==> src/rtl/regfile_write_arbiter_pkg.sv <==
// Shared register-file constants and the write-port sequencer state type.
package rf_pkg;
    localparam int XLEN       = 32;
    localparam int REG_ADDR_W = 5;
    localparam int NUM_REGS   = 32;

    typedef enum logic {
        CLEAR,
        RUN
    } rf_wb_state_t;
endpackage

==> src/rtl/regfile_write_arbiter_if.sv <==
// Writeback request bus (valid/ready per requester) plus the registered register-file write port.
interface regfile_write_arbiter_if #(
    parameter int NUM_REQ = 3
);
    import rf_pkg::*;

    logic [NUM_REQ-1:0]                 req_valid;
    logic [NUM_REQ-1:0][REG_ADDR_W-1:0] req_addr;
    logic [NUM_REQ-1:0][XLEN-1:0]       req_data;
    logic [NUM_REQ-1:0]                 req_ready;
    logic                               Reg_WRITE;
    logic [REG_ADDR_W-1:0]              WRITE_Addr;
    logic [XLEN-1:0]                    WRITE_Data;
    logic                               init_done;

    modport master (
        output req_valid, req_addr, req_data,
        input  req_ready, Reg_WRITE, WRITE_Addr, WRITE_Data, init_done
    );

    modport slave (
        input  req_valid, req_addr, req_data,
        output req_ready, Reg_WRITE, WRITE_Addr, WRITE_Data, init_done
    );
endinterface

==> src/rtl/regfile_write_arbiter_rr_arbiter.sv <==
// Combinational round-robin picker: lowest requesting index at or after ptr, wrapping mod N.
// Zero latency; no state, so fairness depends on the caller advancing ptr past each grant.
module rr_arbiter #(
    parameter int N     = 3,
    parameter int PTR_W = (N > 1) ? $clog2(N) : 1
) (
    input  logic [N-1:0]     req,
    input  logic [PTR_W-1:0] ptr,
    output logic [N-1:0]     gnt,
    output logic [PTR_W-1:0] gnt_idx
);
    int   idx;
    logic found;

    always_comb begin
        gnt     = '0;
        gnt_idx = '0;
        found   = 1'b0;
        idx     = 0;
        for (int k = 0; k < N; k++) begin
            idx = (int'(ptr) + k) % N;
            if (!found && req[idx]) begin
                gnt[idx] = 1'b1;
                gnt_idx  = PTR_W'(idx);
                found    = 1'b1;
            end
        end
    end
endmodule

==> src/rtl/regfile_write_arbiter.sv <==
// Owns the register-file write port: zero-fill sweep after reset, then round-robin writeback
// arbitration with a combinational ready and a 1-cycle registered write; x0 writes are swallowed.
module regfile_write_arbiter
    import rf_pkg::*;
#(
    parameter int NUM_REQ        = 3,
    parameter bit CLEAR_ON_RESET = 1'b1
) (
    input  logic                    clk,
    input  logic                    reset,
    regfile_write_arbiter_if.slave  bus
);
    localparam int PTR_W = (NUM_REQ > 1) ? $clog2(NUM_REQ) : 1;
    localparam logic [REG_ADDR_W-1:0] CLR_LAST = REG_ADDR_W'(NUM_REGS - 1);
    localparam rf_wb_state_t RESET_STATE = CLEAR_ON_RESET ? CLEAR : RUN;

    rf_wb_state_t          state, state_nxt;
    logic [REG_ADDR_W-1:0] clr_cnt;
    logic [PTR_W-1:0]      rr_ptr;
    logic [NUM_REQ-1:0]    arb_req;
    logic [NUM_REQ-1:0]    gnt;
    logic [PTR_W-1:0]      gnt_idx;
    logic                  any_gnt;

    logic                  wr_en;
    logic [REG_ADDR_W-1:0] wr_addr;
    logic [XLEN-1:0]       wr_data;
    logic                  done;

    // Requests are invisible to the arbiter while the sweep owns the port.
    assign arb_req = (state == RUN) ? bus.req_valid : '0;

    rr_arbiter #(
        .N     (NUM_REQ),
        .PTR_W (PTR_W)
    ) u_rr_arbiter (
        .req     (arb_req),
        .ptr     (rr_ptr),
        .gnt     (gnt),
        .gnt_idx (gnt_idx)
    );

    assign any_gnt       = |gnt;
    assign bus.req_ready = gnt;

    always_ff @(posedge clk or posedge reset) begin
        if (reset) begin
            state <= RESET_STATE;
        end else begin
            state <= state_nxt;
        end
    end

    always_comb begin
        state_nxt = state;
        if (state == CLEAR && clr_cnt == CLR_LAST) begin
            state_nxt = RUN;
        end
    end

    always_ff @(posedge clk or posedge reset) begin
        if (reset) begin
            wr_en   <= 1'b0;
            wr_addr <= '0;
            wr_data <= '0;
            done    <= !CLEAR_ON_RESET;
            clr_cnt <= '0;
            rr_ptr  <= '0;
        end else begin
            case (state)
                CLEAR: begin
                    wr_en   <= 1'b1;
                    wr_addr <= clr_cnt;
                    wr_data <= '0;
                    clr_cnt <= clr_cnt + 1'b1;
                    if (clr_cnt == CLR_LAST) begin
                        done <= 1'b1;
                    end
                end
                RUN: begin
                    if (any_gnt) begin
                        // x0 is hardwired zero: accept the request but never drive the enable.
                        wr_en   <= (bus.req_addr[gnt_idx] != '0);
                        wr_addr <= bus.req_addr[gnt_idx];
                        wr_data <= bus.req_data[gnt_idx];
                        rr_ptr  <= (gnt_idx == PTR_W'(NUM_REQ - 1)) ? '0 : gnt_idx + 1'b1;
                    end else begin
                        wr_en <= 1'b0;
                    end
                end
                default: wr_en <= 1'b0;
            endcase
        end
    end

    assign bus.Reg_WRITE  = wr_en;
    assign bus.WRITE_Addr = wr_addr;
    assign bus.WRITE_Data = wr_data;
    assign bus.init_done  = done;
endmodule

==> src/flat_wrapper.sv <==
// flat-port wrapper written by rule: the top's interface ports become plain ports
module regfile_write_arbiter_flat import rf_pkg::*;
#(
    parameter int NUM_REQ        = 3,
    parameter bit CLEAR_ON_RESET = 1'b1
)
  (clk, reset, bus_req_valid, bus_req_addr, bus_req_data, bus_req_ready, bus_Reg_WRITE, bus_WRITE_Addr, bus_WRITE_Data, bus_init_done);
  regfile_write_arbiter_if #(.NUM_REQ(NUM_REQ)) bus_i ();
  input  logic clk;
  input  logic reset;
  input wire logic [$bits(bus_i.req_valid)-1:0] bus_req_valid;
  input wire logic [$bits(bus_i.req_addr)-1:0] bus_req_addr;
  input wire logic [$bits(bus_i.req_data)-1:0] bus_req_data;
  output wire logic [$bits(bus_i.req_ready)-1:0] bus_req_ready;
  output wire logic [$bits(bus_i.Reg_WRITE)-1:0] bus_Reg_WRITE;
  output wire logic [$bits(bus_i.WRITE_Addr)-1:0] bus_WRITE_Addr;
  output wire logic [$bits(bus_i.WRITE_Data)-1:0] bus_WRITE_Data;
  output wire logic [$bits(bus_i.init_done)-1:0] bus_init_done;
  assign bus_i.req_valid = bus_req_valid;
  assign bus_i.req_addr = bus_req_addr;
  assign bus_i.req_data = bus_req_data;
  assign bus_req_ready = bus_i.req_ready;
  assign bus_Reg_WRITE = bus_i.Reg_WRITE;
  assign bus_WRITE_Addr = bus_i.WRITE_Addr;
  assign bus_WRITE_Data = bus_i.WRITE_Data;
  assign bus_init_done = bus_i.init_done;
  regfile_write_arbiter #(.NUM_REQ(NUM_REQ), .CLEAR_ON_RESET(CLEAR_ON_RESET)) u_core (.clk(clk), .reset(reset), .bus(bus_i));
endmodule
==> config.mk <==
export PLATFORM = sky130hd
export DESIGN_NAME = regfile_write_arbiter_flat
export DESIGN_NICKNAME = d
export VERILOG_FILES = /design/src/rtl/regfile_write_arbiter_pkg.sv /design/src/rtl/regfile_write_arbiter_if.sv /design/src/rtl/regfile_write_arbiter_rr_arbiter.sv /design/src/rtl/regfile_write_arbiter.sv /design/src/flat_wrapper.sv
export SDC_FILE = /design/constraint.sdc
export NUM_CORES = 1
export LEC_CHECK = 0
export CAP_MARGIN = 20
export CORE_MARGIN = 8
export CORE_UTILIZATION = 40
export CTS_CLUSTER_SIZE = 16
export DETAILED_ROUTE_END_ITERATION = 12
export GPL_ROUTABILITY_DRIVEN = 0
export PLACE_DENSITY = 0.85
export SLEW_MARGIN = 20
export SYNTH_ARGS = -nofsm -noshare
export SYNTH_HDL_FRONTEND = slang
export SYNTH_SLANG_ARGS = --single-unit
==> constraint.sdc <==
create_clock -name clk -period 5.5 [get_ports clk]
set_input_delay 1.375 -clock clk [delete_from_list [all_inputs] [get_ports clk]]
set_output_delay 1.375 -clock clk [all_outputs]
set_load 0.05 [all_outputs]
==> flow_summary_export.csv <==
group,metric,value,unit
route,via_per_inst,5.39,
critical_path,cp-end-kind,"primary output",
critical_path,critPathArrivalTime,3.83,ns
sta,worst_pin_slew,0.806,ns
route,firstDrtPassIters,4,
cts,cts_sinks,46,
cts,cts-resized-gates,0,
global_routing,gr-usage-met1,0.205,
synthesis,ys.flop_type,"dfrtp_1",
hold_path,hold_path_class,"register to register",
critical_path,crit_top_cell,"clkdlybuf4s50_1",
cts,cts-hold-fix-buffers,0,
route,drc,0,
synthesis,synth-edff-count,0,
sta,grt_setup_unrepaired,"no",
global_routing,grt_max_degree,47,
global_routing,busiest_layer,"met2",
cts,cts_setup_buffers,0,
sta,finClkSkew,0.00408,ns
synthesis,synth_cell_types,55,
global_routing,grtUsageMet2,0.314,
placement,portBuffers,157,
sta,fmax,0.192,GHz
global_routing,antenna_found_initial,0,
synthesis,synthTopCellsByArea,"dfrtp_1 36%, a211oi_2 12%, mux2i_1 11%",
sta,period_share,0.946,
sta,maxSlewHeadroom,0.462,
sta,slew_viol_final,0,
cells_and_area,final_util,0.632,
pwr,peakVddDrop,0.000324,V
route,postRouteAntennaNets,0,
critical_path,crit_required,4.12,ns
sta,finalCriticalPeriod,5.20,ns
cts,cts.path.max_buffers,2,
cells_and_area,fillers,630,
critical_path,crit_slowest_cell,"clkdlybuf4s50_1",
cts,h-tree-depth,2,
cts,cts_tree,"done",
global_routing,grt_pass1_wl,16600,um
synthesis,synth_top_area_frac,0.357,
route,vias,2916,
job,cap_violations,0,
synthesis,yosysTopAreaCell,"dfrtp_1",
synthesis,synth.cell_area,3230,sq um
route,drtIter0Drc,91,
die,fp.coreArea,7770,sq um
sta,tns,0,ns
die,rows,32,
critical_path,slowest_delay,0.85,ns
critical_path,crit_chain,"clkdlybuf4s50_1, nor2b_1, mux2i_4, or3_1, a31oi_4, clkdlybuf4s50_1",
synthesis,seq_area_frac_synth,0.357,
outcome,status,"finished clean",
synthesis,synth-warning-count,0,
cells_and_area,diodes,0,
critical_path,critPathMaxFanout,6,
die,die_x,106,um
global_routing,grt_pass1_vias,3255,
route,wl,10000,um
die,initial_utilization,0.416,
global_routing,overflow,0,
cts,clk_pin_slew,0.09,ns
synthesis,avgSynthCellArea,10.9,sq um
cts,ctsRootBufferMaster,"clkbuf_8",
cells_and_area,nets,560,
synthesis,ys_async_sr_fraction,1.00,
die,io_pins,158,
global_routing,track_usage,0.178,
cts,cts_buffers,5,
cells_and_area,layout-area-overhead-vs-synth,52.1,%
synthesis,ys_ff_latch,46,
sta,fin_hold_ws,0.505,ns
cts,clkLatencyLatePin,0.29,ns
route,drt-wirelength-per-cell,18.5,um
placement,dp.final_hpwl,7800,um
pwr,power.leakage,2.08,nW
synthesis,syn-num-nets,419,
sta,hold_violations,0,
synthesis,synthCells,297,
die,dieArea,11200,sq um
sta,finalSetupViolations,0,
pwr,p_per_area,681,nW/um^2
cells_and_area,drive_gt1_frac,0.148,
global_routing,met3_usage,0.0603,
critical_path,critical_path_class,"primary input to primary output",
die,die_y,106,um
critical_path,startpoint_type,"primary input",
[power by group]
group	switching [mW]	total [mW]	leakage (nW)	internal, mW
sequential	0.0843	0.597	0.556	0.513
combinational	1.49	2.50	1.47	1.01
clock	0.115	0.242	0.0575	0.127
[path summary, 6_finish.rpt]
kind | slack (ns) | cells after the start | endpoint | from
min in group asynchronous | 1.55 | 2 | u_core.bus.WRITE_Data[10]$_DFFE_PP0P_ | reset
hold / removal | 0.50 | 1 | u_core.bus.WRITE_Data[7]$_DFFE_PP0P_ | u_core.bus.WRITE_Data[7]$_DFFE_PP0P_
hold reg to reg | 0.50 | 1 | u_core.bus.WRITE_Data[7]$_DFFE_PP0P_ | u_core.bus.WRITE_Data[7]$_DFFE_PP0P_
setup reg to reg | 2.21 | 10 | u_core.bus.WRITE_Addr[1]$_DFFE_PP0P_ | u_core.rr_ptr[1]$_DFFE_PP0P_
max in group asynchronous | 3.42 | 2 | u_core.state$_DFFE_PP0P_ | reset
setup / recovery | 0.30 | 6 | bus_req_ready[0] | bus_req_valid[1]
[cells in the final DEF, fill, tap and decap left out, drive strengths merged, types with 2 or more instances in the layout]
cell / count
dfrtp: 46
buf: 4
nor2: 36
or2: 2
nand3: 2
o21bai: 2
nor3: 2
a221o: 4
ha: 6
nand2: 8
o21ai: 3
a21boi: 2
o31ai: 6
mux2i: 37
xnor2: 3
clkbuf: 8
and3: 4
a31o: 32
inv: 9
clkdlybuf4s50: 157
nand4b: 2
a211oi: 33
mux2: 6
o211ai: 3
nor2b: 5
o221ai: 2
[Yosys cell counts, types with 3 or more instances]
master,count
a211oi_1,3
a211oi_2,30
a221o_1,4
a31o_1,31
and3_1,4
buf_2,7
buf_4,6
buf_6,7
clkbuf_1,6
dfrtp_1,46
ha_1,6
inv_1,8
mux2_4,3
mux2i_1,36
nand2_1,7
nor2_1,35
nor2b_1,5
o31ai_1,5
xnor2_1,3
[per-layer routing]
metal | wire length, um | up-vias
met2 | 5010 | 120
met1 | 4080 | 1390
met5 | 0 | -
met4 | 111 | 0
li1 | - | 1396
met3 | 816 | 10
[registers in the layout, summed over array words and instances (netlist names)]
signal	count
u_core.rr_ptr	2
u_core.bus.Reg_WRITE	1
u_core.clr_cnt	5
u_core.bus.WRITE_Data	32
u_core.state	1
u_core.bus.WRITE_Addr	5
[stage by stage]
stage | cells | setup slack [ns] | total power [mW] | cell area [sq um]
floorplan | 297 | 1.61 | 2.56 | 3230
global placement | 533 | 0.383 | 3.06 | 4800
detailed placement | 533 | 0.294 | 3.12 | 4800
CTS | 541 | 0.291 | 3.38 | 4910
global route | 541 | 0.232 | 3.56 | 4910
finish | 541 | 0.296 | 3.34 | 4910
[area by class of cell]
| type | count | area, sq um | share of cell area |
|---|---|---|---|
| Multi-Input combinational cell | 214 | 1870 | 0.380 |
| Timing Repair Buffer | 161 | 1610 | 0.329 |
| Sequential cell | 46 | 1150 | 0.235 |
| Tap cell | 102 | 128 | 0.0260 |
| Clock buffer | 8 | 110 | 0.0224 |
| Inverter | 10 | 38.8 | 0.00790 |
[cell families after synthesis]
kind of cell / after synthesis / share of synthesized area
AO/OA/AOI/OAI: 93 / 0.290
XOR/XNOR: 3 / 0.00814
adder cells (fa/ha/maj): 6 / 0.0233
buffers and inverters: 37 / 0.0690
flip-flops: 46 / 0.357
multiplexers: 43 / 0.143
AND/OR/NAND/NOR: 69 / 0.110
[critical path, delay by kind of cell]
kind | cells | cell delay [ns]
muxes | 1 | 0.12
and+or+nand+nor | 2 | 0.63
AOI/OAI and AO/OA | 1 | 0.25
buffers and inverters | 2 | 1.44
No activity file was read; power rests on OpenSTA's default activity.
==> edit 1: new RTL, same settings <==
`REG_ADDR_W`: 5 -> 4.
--- a/src/rtl/regfile_write_arbiter_pkg.sv
+++ b/src/rtl/regfile_write_arbiter_pkg.sv
@@ -3,3 +3,3 @@
     localparam int XLEN       = 32;
-    localparam int REG_ADDR_W = 5;
+    localparam int REG_ADDR_W = 4;
     localparam int NUM_REGS   = 32;
Interface: changed (resized bus_WRITE_Addr and bus_req_addr); port bits go from 158 to 154. The function was not compared with the original's and may differ.
==> edit 1 against the unedited design <==
- sequential cell count shrank 2
- routed wire length grew 8.3%
- cell area grew 1.9%
- register-to-register slack gained 0.02 ns
- worst setup slack gained 0.093 ns
- total power shrank 9.6%
- clock skew shrank 0.0020 ns
- area after synthesis grew 3.5%
- synthesized cell count grew 24%
==> edit 1: results (changes against the unedited design) <==
[grt]
grt_first_pass_wirelength_um = 17600  ; +6.0%
grt_max_degree = 72  ; +53%
grt_pass1_vias = 3587  ; +10%
antenna_found_initial = 0  ; unchanged
grt_use_total = 0.186  ; +0.00827

[clock_tree]
path_clk_slew_ns = 0.08
ctsResizeCount = 0  ; unchanged
worstSkewPairLatency_ns = 0.29  ; about the same
clockBufferDepth = 2  ; unchanged
cts-buffers-inserted = 5  ; unchanged
cts_root_buf = clkbuf_8
cts_setup_buffers = 0  ; unchanged
h-tree-depth = 2  ; unchanged

[worst_setup_path]
path_max_fanout = 7  ; +1
worst_ep_arrival_time_ns = 3.74  ; -0.09 ns
rrSetupSlack_ns = 2.23  ; +0.02 ns
reg2regPathDepth = 9  ; -1

[drt]
dr.first_iter.drc_count = 158  ; +74%
dr.pass1.iters = 4  ; unchanged
wl_per_cell_um = 18.0  ; -2.9%
vias = 3381  ; +16%

[power_and_ir_drop]
p_leak_uw = 0.00212  ; +2.0%
ir_worst_vdd_mv = 0.308  ; -4.9%

[sta]
relSlewSlack = 0.372  ; -0.0901
holdWs_ns = 0.502  ; -0.00309 ns
clock.fmax_mhz = 196  ; +1.8%
skew_ns = 0.00206  ; -0.00202 ns

[placed_design]
port_buffers = 153  ; -2.5%
dpl_cell_area_sq_um = 4900  ; +2.1%
hpwl_um = 7960  ; +2.0%

[logic_synthesis]
synthTopCellsByArea = dfrtp_1, mux2i_1, o31ai_1
ys_async_sr_fraction = 1.00  ; unchanged
ys_warn_count = 0  ; unchanged
synth_edf_count = 0  ; unchanged
synth.top_cells.by_count = dfrtp_1, mux2i_1, nand2_1, and3_1, o31ai_1
syn-num-nets = 486  ; +16%
yosysSeqAreaShare = 0.330  ; -0.0270
synth_cell_types = 51  ; -7.3%

[finish]
ff_latch_area_sq_um = 1100  ; -4.3%
layout.nets = 615  ; +9.8%
n_antenna_cell = 0  ; unchanged
drive_gt1_frac = 0.0683  ; -0.0798
largest_reg_flops = 32  ; unchanged
fillCellCount = 713  ; +13%

[hold_path]
hold_depth = 1  ; unchanged
worstHoldPathType = reg -> reg

[status]
status = finished clean

[edit 1: layout make-up]
cell class	count	share of cell area
tap	105	0.0263
clock buffer	6	0.0165
sequential	44	0.220
timing repair buffer	160	0.317
inverter	9	0.00675
multi-input combinational	277	0.411
clock inverter	2	0.00300
[edit 1: cells by family after synthesis]
group                      Yosys count  synth area share
muxes                               43             0.134
xor gates and xnor gates             3           0.00787
DFF                                 44             0.330
AOI/OAI and AO/OA                   91             0.217
and+or+nand+nor                    135             0.227
buffers and inverters               47            0.0655
adders and majority gates            5            0.0187
[edit 1: path summary, 6_finish.rpt]
kind                                   startpoint                  endpoint
max in group asynchronous                   reset              u_core.state
worst max register to register   u_core.rr_ptr[0]  u_core.bus.WRITE_Data[2]
worst max-delay path             bus_req_valid[2]          bus_req_ready[2]
worst min register to register  u_core.clr_cnt[3]         u_core.clr_cnt[3]
worst min-delay path            u_core.clr_cnt[3]         u_core.clr_cnt[3]
min in group asynchronous                   reset  u_core.bus.WRITE_Data[7]
[edit 1: metrics by stage]
step,instances,utilization,worst slack [ns]
global route,603,0.612,0.348
global placement,595,0.599,0.500
detailed placement,595,0.599,0.419
finish,603,0.612,0.389
CTS,603,0.611,0.411
floorplan,368,-,1.67
[edit 1: worst max-delay path, cell delays in order]
cell and delay (ns):
clkdlybuf4s50_1 0.62, mux2i_1 0.15, mux2_4 0.33, o22ai_1 0.21, a32oi_2 0.13, inv_1 0.10
clkdlybuf4s50_1 0.81
[edit 1: power breakdown]
| part | total, uW | internal, uW | switching [uW] | leakage [uW] |
|---|---|---|---|---|
| logic | 2230 | 870 | 1360 | 0.00155 |
| registers | 572 | 489 | 82.7 | 0.000523 |
| clock network | 215 | 102 | 113 | 0.0000434 |
| total | 3020 | 1460 | 1560 | 0.00212 |
[edit 1: per-layer routing]
layer / routed length (um) / up-vias / global-route usage
met3: 891 / 18 / 0.0605
met1: 4470 / 1609 / 0.209
met4: 187 / 0 / 0.0565
met2: 5300 / 141 / 0.327
met5: 0 / - / 0
li1: - / 1613 / -
==> edit 2: new RTL, config.mk and constraints unchanged <==
Made on the original files. Reset style: synchronous (`reset`), changed in 2 clocked blocks.
--- a/src/rtl/regfile_write_arbiter.sv
+++ b/src/rtl/regfile_write_arbiter.sv
@@ -45,3 +45,3 @@
 
-    always_ff @(posedge clk or posedge reset) begin
+    always_ff @(posedge clk) begin
         if (reset) begin
@@ -60,3 +60,3 @@
 
-    always_ff @(posedge clk or posedge reset) begin
+    always_ff @(posedge clk) begin
         if (reset) begin
Check against the original RTL: differs if reset is asserted again (counterexample within 4 cycles, from zero or initial values and one cycle with reset high); with reset held inactive, the same outputs for 10 cycles.
==> edit 2 against the unedited design <==
- via count grew 24%
- routed wire length grew 12%
- clock skew grew 0.0020 ns
- area after synthesis grew 2.4%
- non-clock buffer count grew 3
- worst setup slack gained 0.0033 ns
- critical endpoint is now bus_req_ready[2]
- fmax is essentially flat
- cell area grew 0.46%
- sequential cell count is the same
Power is left out: it rests on default switching activity, and per cell area and clock period it moved more than threefold.
==> edit 2: results (changes against the unedited design) <==
[worst_setup_path]
path_max_fanout = 6  ; unchanged
worst_ep_arrival_time_ns = 3.83  ; about the same
slowest_stage = clkdlybuf4s50_1
max_stage_delay_ns = 0.88  ; +0.03 ns

[placed_design]
pre_cts_slack_ns = 0.363  ; +0.0686 ns
place_inst = 652  ; +22%
port_buffers = 157  ; unchanged
hpwl_um = 8200  ; +5.1%
dpl_cell_area_sq_um = 4840  ; +0.89%

[grt]
grt_use_total = 0.192  ; +0.0140
grt_pass1_vias = 3650  ; +12%
grt_max_degree = 72  ; +53%
grt_first_pass_wirelength_um = 18300  ; +9.9%
antenna_found_initial = 0  ; unchanged

[logic_synthesis]
synth-adder-area-share = 0.0227  ; -0.000554
synthTopCellsByArea = dfxtp_1, a21oi_1, o21ai_2
synth.top_cells.by_count = a21oi_1, nand3_1, dfxtp_1, and2_1, o21ai_0
yosysSeqAreaShare = 0.278  ; -0.0781
synth_cell_types = 49  ; -11%
syn-num-nets = 546  ; +30%
ys_async_sr_fraction = 0  ; -1.00
synth_compound_area_frac = 0.305  ; +0.0150
synthMuxAreaShare = 0.0182  ; -0.125
ys_warn_count = 0  ; unchanged
avgSynthCellArea_sq_um = 7.80  ; -28%
synth-xor-area-share = 0.00530  ; -0.00284

[clock_tree]
clockBufferDepth = 2  ; unchanged
h-tree-depth = 2  ; unchanged
worstSkewPairLatency_ns = 0.29  ; about the same

[finish]
n_antenna_cell = 0  ; unchanged
multiInputGateArea_sq_um = 2130  ; +14%
nNonClkBuffers = 164  ; +1.9%
layout.nets = 676  ; +21%
buffer_area_frac = 0.330  ; +0.00154
area_growth_pct = 49.1
nMultiInputCombCells = 331  ; +55%
clockNetworkAreaShare = 0.0185  ; -0.00391
drive_gt1_frac = 0.139  ; -0.00933
design.seq.count = 46  ; unchanged
seq_share = 0.187  ; -0.0478
nClkBuffers = 7  ; -1
inverters_excl_clock = 6  ; -4
fillCellCount = 705  ; +12%

[drt]
vias = 3610  ; +24%
dr.pass1.iters = 6  ; +2
totalWireLength_um = 11200  ; +12%
viasPerCell = 5.47  ; +1.5%
dr.first_iter.drc_count = 131  ; +44%

[status]
status = finished clean

[sta]
relSlewSlack = 0.327  ; -0.135
setup_viol = 0  ; unchanged
skew_ns = 0.00603  ; +0.00195 ns

[hold_path]
worstHoldPathType = reg -> reg

[die]
rows = 33  ; +3.1%

-- edit 2: final timing paths --
path / from / endpoint / slack (ns) / cells past startpoint
worst max-delay path: bus_req_valid[2] / bus_req_ready[2] / 0.30 / 6
worst min-delay path: u_core.bus.WRITE_Data[15] / u_core.bus.WRITE_Data[15] / 0.48 / 2
worst max register to register: u_core.rr_ptr[0] / u_core.bus.Reg_WRITE / 1.97 / 9
worst min register to register: u_core.bus.WRITE_Data[15] / u_core.bus.WRITE_Data[15] / 0.48 / 2
-- edit 2: layer usage --
| metal | routed length [um] | track usage | vias to the layer above | part of all wire |
|---|---|---|---|---|
| met5 | 0 | 0 | - | 0 |
| met4 | 94 | 0.0392 | 0 | 0.0084 |
| met3 | 1200 | 0.0690 | 6 | 0.11 |
| met2 | 5290 | 0.322 | 166 | 0.47 |
| met1 | 4660 | 0.229 | 1657 | 0.41 |
| li1 | - | - | 1781 | - |
